==> config.mk <==
export PLATFORM = sky130hd
export DESIGN_NAME = cpu_if_prefetch
export DESIGN_NICKNAME = d
export VERILOG_FILES = /design/src/rtl/cpu_if_prefetch.sv
export SDC_FILE = /design/constraint.sdc
export NUM_CORES = 1
export LEC_CHECK = 0
export BUFFER_PORTS_ARGS = -buffer_cell sky130_fd_sc_hd__clkbuf_2
export CAP_MARGIN = 10
export CORE_MARGIN = 2
export CORE_UTILIZATION = 57
export CTS_CLUSTER_DIAMETER = 30
export DETAILED_ROUTE_END_ITERATION = 8
export MAX_ROUTING_LAYER = met4
export PLACE_DENSITY = 0.79
export SYNTH_ARGS = -nofsm -noshare
export SYNTH_HDL_FRONTEND = slang
export SYNTH_SLANG_ARGS = --single-unit
==> constraint.sdc <==
create_clock -name clk_i -period 3.4 [get_ports clk_i]
set_clock_uncertainty 0.15 [all_clocks]
set_input_delay 0.17 -clock clk_i [delete_from_list [all_inputs] [get_ports clk_i]]
set_output_delay 0.17 -clock clk_i [all_outputs]
set_load 0.01 [all_outputs]
==> src/rtl/cpu_if_prefetch.sv <==
// Instruction-fetch stage with a DEPTH-entry prefetch queue feeding ID over valid/ready.
// Fetch issues one word per cycle while credit remains; jumps redirect, flush and drop the in-flight response.
module cpu_if_prefetch #(
    parameter int          DEPTH        = 4,
    parameter logic [31:0] RESET_VECTOR = 32'h0
) (
    input  logic                     clk_i,
    input  logic                     reset_n_i,
    input  logic                     halt_i,
    output logic                     imem_req_o,
    output logic [31:0]              imem_addr_o,
    input  logic [31:0]              imem_data_i,
    input  logic [31:0]              jmp_addr_i,
    input  logic                     jmp_valid_i,
    input  logic                     ready_i,
    output logic                     valid_o,
    output logic [31:0]              pc_o,
    output logic [31:0]              ir_o,
    output logic [$clog2(DEPTH):0]   level_o
);

    localparam int AW = $clog2(DEPTH);
    localparam int CW = AW + 1;
    localparam int SW = AW + 2;

    localparam logic [31:0] NOP_PC = 32'h0000_0000;
    localparam logic [31:0] NOP_IR = 32'h0000_0013;

    logic [31:0]   r_fetch_pc;
    logic          r_inflight;
    logic [31:0]   r_req_addr;
    logic [AW-1:0] r_rd_ptr;
    logic [AW-1:0] r_wr_ptr;
    logic [CW-1:0] r_count;

    logic [31:0]   r_pc_mem [DEPTH];
    logic [31:0]   r_ir_mem [DEPTH];

    logic [31:0]   w_jmp_target;
    logic [SW-1:0] w_credit_sum;
    logic          w_pop;
    logic          w_push;

    assign w_jmp_target = jmp_addr_i & 32'hFFFF_FFFC;

    assign valid_o = (r_count != '0) && !jmp_valid_i;
    assign w_pop   = valid_o && ready_i;
    assign w_push  = r_inflight && !jmp_valid_i;

    // Occupancy the queue will hold once the outstanding response lands; pop frees a slot this cycle.
    assign w_credit_sum = SW'(r_count) + SW'(r_inflight) - SW'(w_pop);

    // Gated with reset so the request line is quiet while reset is asserted.
    assign imem_req_o  = reset_n_i && !halt_i &&
                         (jmp_valid_i || (w_credit_sum < SW'(DEPTH)));
    assign imem_addr_o = jmp_valid_i ? w_jmp_target : r_fetch_pc;

    assign pc_o    = valid_o ? r_pc_mem[r_rd_ptr] : NOP_PC;
    assign ir_o    = valid_o ? r_ir_mem[r_rd_ptr] : NOP_IR;
    assign level_o = r_count;

    always_ff @(posedge clk_i or negedge reset_n_i) begin
        if (!reset_n_i) begin
            r_fetch_pc <= RESET_VECTOR;
            r_inflight <= 1'b0;
            r_req_addr <= RESET_VECTOR;
        end else begin
            r_inflight <= imem_req_o;
            r_req_addr <= imem_addr_o;
            if (imem_req_o) begin
                r_fetch_pc <= imem_addr_o + 32'd4;
            end else if (jmp_valid_i) begin
                r_fetch_pc <= w_jmp_target;
            end
        end
    end

    always_ff @(posedge clk_i or negedge reset_n_i) begin
        if (!reset_n_i) begin
            r_rd_ptr <= '0;
            r_wr_ptr <= '0;
            r_count  <= '0;
        end else if (jmp_valid_i) begin
            r_rd_ptr <= '0;
            r_wr_ptr <= '0;
            r_count  <= '0;
        end else begin
            if (w_push) r_wr_ptr <= r_wr_ptr + AW'(1);
            if (w_pop)  r_rd_ptr <= r_rd_ptr + AW'(1);
            r_count <= r_count + CW'(w_push) - CW'(w_pop);
        end
    end

    // Queue storage carries no reset; empty entries are masked by valid_o.
    always_ff @(posedge clk_i) begin
        if (w_push) begin
            r_pc_mem[r_wr_ptr] <= r_req_addr;
            r_ir_mem[r_wr_ptr] <= imem_data_i;
        end
    end

endmodule

* Word level (Yosys, flattened, before mapping)
Memory sizes are Yosys's and may differ from the RTL's.
Index checks and enable logic that the tools add are counted.
** Word-level totals
- Logic and storage cells :: 38
- RAM bits :: 256
- Register bits :: 72
- Memories kept :: 2
** Memory list
- r_ir_mem :: words 4, bits a word 32, read ports 1, clocked after memory_dff 0, write ports 1, line 37 : logic [31:0] r_ir_mem [DEPTH];
- r_pc_mem :: words 4, bits a word 32, read ports 1, clocked after memory_dff 0, write ports 1, line 36 : logic [31:0] r_pc_mem [DEPTH];
** Operators by class
- Reductions and logical operators :: 11
- $add $sub $neg :: 7
- Magnitude comparators :: 1
- Multiplexer cells :: 11
** Operators by type and width (number)
- 2-to-1 mux 32 bit :: 4
- adder 32 x 3 -> 32 bit, second input constant :: 1
- 2-to-1 mux 2 bit :: 4
- logical AND 1 bit :: 5
- adder 2 x 1 -> 2 bit, second input constant :: 2
- adder 3 x 1 -> 4 bit :: 1
- < comparator 4 x 3 -> 1 bit, second input constant :: 1
- nonzero test 2 bit :: 2
- subtractor 4 x 1 -> 4 bit :: 1
- adder 3 x 1 -> 3 bit :: 1
- 2-to-1 mux 3 bit :: 1
- nonzero test 3 bit :: 1
- subtractor 3 x 1 -> 3 bit :: 1
- zero test 1 bit :: 2
- 2-to-1 mux 1 bit :: 2
- logical OR 1 bit :: 1

* Logic depth before layout (Yosys ltp)
- Word-level depth :: 8
- Depth in mapped cells :: 15
- Mapped depth without buffers :: 11

* Least setup slack after synthesis
No wires, ideal clock.
- Path kind :: input to register
- Start :: input port jmp_valid_i
- End :: memory r_ir_mem[0][0], enable pin
- Setup slack :: 143 ps
- Buffers on the path :: 5
- Stages :: 7
- Required time :: 2821 ps
- Data arrival time :: 2678 ps
- Cell sequence :: buf_6 buf_8 buf_6 buf_2 clkbuf_1 nor2b_1 and2_1
** Between the ends
- Longest elaborated chain between the ends :: 4
** RTL lines
- from (decl) :: line 14 : input logic jmp_valid_i,
- zero test 1 bit :: line 48 : assign w_push = r_inflight && !jmp_valid_i;
- logical AND 1 bit :: line 48
- 2-to-1 mux 1 bit :: line 96 : if (w_push) begin
- 2-to-1 mux 1 bit (not written as such) :: line 98 : r_ir_mem[r_wr_ptr] <= imem_data_i;
- to (decl) :: line 37
Every way passes these cells.

* Final worst setup path
- Start :: register r_count[0] (netlist: level_o[0])
- End :: output port imem_req_o
** Between the ends
- Longest elaborated chain between the ends :: 7
- Elaborated cells between the ends (all ways) :: 8
- Those cells by class :: add/sub (2); order compare (1); reduce/logical (5)
** RTL lines
- from (decl) :: line 34 : logic [CW-1:0] r_count;
- from (signal assigned) :: line 90 : r_count <= r_count + CW'(w_push) - CW'(w_pop);
- branches (longest 3 deep; another with adder 3 x 1 -> 4 bit)
- subtractor 4 x 1 -> 4 bit (*) :: line 51 : assign w_credit_sum = SW'(r_count) + SW'(r_inflight) - SW'(w_pop);
- < comparator 4 x 3 -> 1 bit (*) :: line 55 : (jmp_valid_i || (w_credit_sum < SW'(DEPTH)));
- logical OR 1 bit (*) :: line 55
- logical AND 1 bit (*) :: line 54 : assign imem_req_o = reset_n_i && !halt_i &&
- to (decl) :: line 10 : output logic imem_req_o,
Every way passes the cells marked *.

==> flow_metrics.tcl <==
set metrics [dict create \
    leakage_nw 6.386 \
    die_h_um 154.9 \
    ios 170 \
    setup_ws_ns 0.2852 \
    die_w_um 154.9 \
    final_area_mm2 0.01687 \
    synth_enable_flop_cells 256 \
    post_drt_wl_per_cell_um 22.11 \
    clkLatencyLatePin_ns 0.55 \
    grt_setup_unrepaired "no" \
    avgSynthCellArea_um2 18.45 \
    startpoint_type "flop" \
    synth_fp_nets 781 \
    gp_congestion 0.8181 \
    synth_top_cell_by_area "edfxtp_1" \
    critical_path_class "reg -> out" \
    drt_iter0_markers 423 \
    critPathCapture "imem_req_o" \
    syn_inst 703 \
    vias_per_cell 5.674 \
    tightest_slew_ns 0.9228 \
    reg2reg_from "level_o[0]" \
    ys_top_cells_by_count "edfxtp_1, dfrtp_1, and2_1, mux4_2, nand2_1" \
    ant_nets 0 \
    startpoint "level_o[0]" \
    ys_seq_area_frac 0.7277 \
    ff2ff_path_depth 12 \
    power_density_mw_per_mm2 710.2 \
    numPortBuffers 167 \
    dieArea_mm2 0.02398 \
    fin_tns_setup_ns 0 \
    grt_remaining_overflow 0 \
    grt_max_degree 71 \
    yosys_warnings 0 \
    async_reset_ff_frac 0.2147 \
    crit_chain "nor3_4 > nor2_4 > nand2_1 > nor2_1 > inv_1 > ha_1 > nand3_1 > o211ai_1 > a21boi_2 > buf_6 > inv_1 > clkbuf_2" \
    max_freq_ghz 0.3210 \
    vdd_ir_drop_max_uv 444.9 \
    r2r_slack_ns 0.63 \
    r2r-end "r_fetch_pc[11]" \
    ys_top_cells_by_area "edfxtp_1, dfrtp_1, mux4_2" \
    grt_antenna_before_repair 2 \
    ys_ff_latch 326 \
    synth_top_area_share 0.5926 \
    drv_cap 0 \
    dpl_cell_area_mm2 0.01426 \
    critPathCaptureType "primary output" \
    slowest_stage "dfrtp_1" \
    cts_setup_buffers 0 \
    worst_ep_required_time_ns 3.08 \
    cts_tree "built" \
    grt.total_usage 0.2555 \
    syn2layout_area_growth_pct 30.05 \
    numCtsBuffers 54 \
    synth_area_mm2 0.01297 \
    cts_buffer_depth 3 \
    critPathMaxStageDelay_ns 0.45 \
    cts_sinks 326 \
    fill_cells 1255 \
    min_from "jmp_valid_i" \
    grt_pass1_vias 8094 \
    place_hpwl_um 16170 \
    hold_viol 0 \
    path_max_fanout 32 \
    synth_ff_type "edfxtp_1" \
    cp_common_cell "inv_1" \
    layout-drive-gt1-share 0.3708 \
    hold_path.class "in -> reg" \
    period_share 0.9161 \
    worst_slew_margin_rel 0.3848 \
    dp_slack_ns 0.3405 \
    clkTransAtPathRegs_ns 0.06 \
    row_count 55 \
    synthMostInstantiatedCell "edfxtp_1" \
    setup_viol 0 \
    drv_slew 0 \
    status "finished, final reports clean" \
    start_util 0.5764 \
    coreArea_mm2 0.02250 \
    drt-total-wl_um 28940 \
    htree_num_levels 2 \
    cts.root.buffer_cell "clkbuf_16" \
    drc 0 \
    firstDrtPassIters 5 \
    num-nets-final 1055 \
    fin_crit_ns 3.115 \
    grt_pass1_wl_um 44720 \
    arrival_ns 2.79 \
    vias 7427 \
    whs_ns 0.01916 \
    synth.distinct_cells 45 \
]
==> worst min-delay path by stage <==
stage / end / cells past startpoint
final: r_rd_ptr[1] / 3
after CTS: r_wr_ptr[0] / 3
after global routing: r_wr_ptr[0] / 3
after global placement: r_ir_mem[3][3] / 1
after detailed placement: r_ir_mem[0][31] / 1
after floorplan: level_o[0] / 0
==> what timing repair did <==
action | CTS | global route
hold endpoints to repair | 260 | 0
resized for setup | 1 | 2
gates cloned | 0 | 0
setup endpoints to repair | 1 | 1
hold buffers | 65 | 0
==> cells by family (layout without fill, tap and decap cells) <==
logic type | Yosys count | in the layout | synth area share
AO/OA/AOI/OAI | 17 | 17 | 0.01071
XOR/XNOR | 34 | 34 | 0.02296
adder cells (fa/ha/maj) | 9 | 9 | 0.009261
buffers and inverters | 52 | 371 | 0.01765
flip-flops | 326 | 326 | 0.7277
multiplexers | 90 | 90 | 0.1327
other | 0 | 2 | 0
AND/OR/NAND/NOR | 175 | 175 | 0.07900
==> worst max-delay path, delay by kind of cell (launching register included) <==
| family | cells | cell delay [ns] |
|---|---|---|
| AOI/OAI and AO/OA | 2 | 0.27 |
| adders and majority gates | 1 | 0.24 |
| buffers and inverters | 4 | 0.59 |
| DFF | 1 | 0.45 |
| and+or+nand+nor | 5 | 0.68 |
==> per-stage QoR <==
step	total power [mW]	cells	utilization
global route	12.36	1309	0.7496
global placement	6.280	1141	0.6338
CTS	12.03	1307	0.7490
floorplan	5.730	703	-
detailed placement	6.313	1141	0.6338
finish	11.98	1309	0.7496
==> per-layer routing <==
layer  up-vias  GRT usage  part of all wire
met1      3778     0.3103              0.39
met3        67    0.04930             0.062
li1       3280          -                 -
met2       302     0.4264              0.51
met4         0     0.1071             0.029
met5         -          -                 0
==> layout by cell type, fill, tap and decap left out, types with 3 or more instances in the layout <==
cell	synthesis	layout
mux2i_1	10	10
mux2_2	16	16
clkinv_2	0	6
buf_12	0	7
dlygate4sd3_1	0	65
nor3_1	6	5
nand2_1	31	31
or3_1	4	4
mux4_2	64	64
o21ai_0	4	4
clkbuf_16	0	58
and2_1	66	62
inv_6	0	9
clkbuf_2	0	166
nor2_1	15	14
and2_4	0	4
nand3_1	8	8
dfrtp_1	70	68
clkinv_4	0	7
clkbuf_1	21	3
edfxtp_1	256	256
nand2b_1	3	3
o22ai_1	3	3
nand4_1	5	5
inv_1	20	20
nor2b_1	7	7
nor4_1	16	16
buf_4	0	11
bufinv_16	0	7
clkinvlp_4	0	4
xor2_1	20	20
ha_1	8	8
xnor2_1	14	14
==> sequential cells by signal, summed over array words and instances (netlist names) <==
signal / flops
r_fetch_pc: 30
r_wr_ptr: 2
r_inflight: 1
r_rd_ptr: 2
r_ir_mem: 128
r_pc_mem: 128
r_req_addr: 32
level_o: 3
==> report_power, final <==
part / internal [mW] / total (mW) / switching, mW
Combinational: 0.782 / 1.59 / 0.804
Sequential: 4.54 / 4.74 / 0.198
Clock: 3.71 / 5.66 / 1.95
Total: 9.03 / 12.0 / 2.95
==> final cells by class <==
class / count / area, um^2 / share of cell area
clock buffer: 63 / 1490 / 0.08834
timing repair buffer: 250 / 1715 / 0.1017
antenna: 2 / 5.005 / 0.0002967
inverter: 20 / 75.07 / 0.004450
sequential: 326 / 9444 / 0.5599
multi-input combinational: 325 / 3336 / 0.1977
tap: 285 / 356.6 / 0.02114
clock inverter: 38 / 446.7 / 0.02648
No activity file was read; power rests on OpenSTA's default activity.
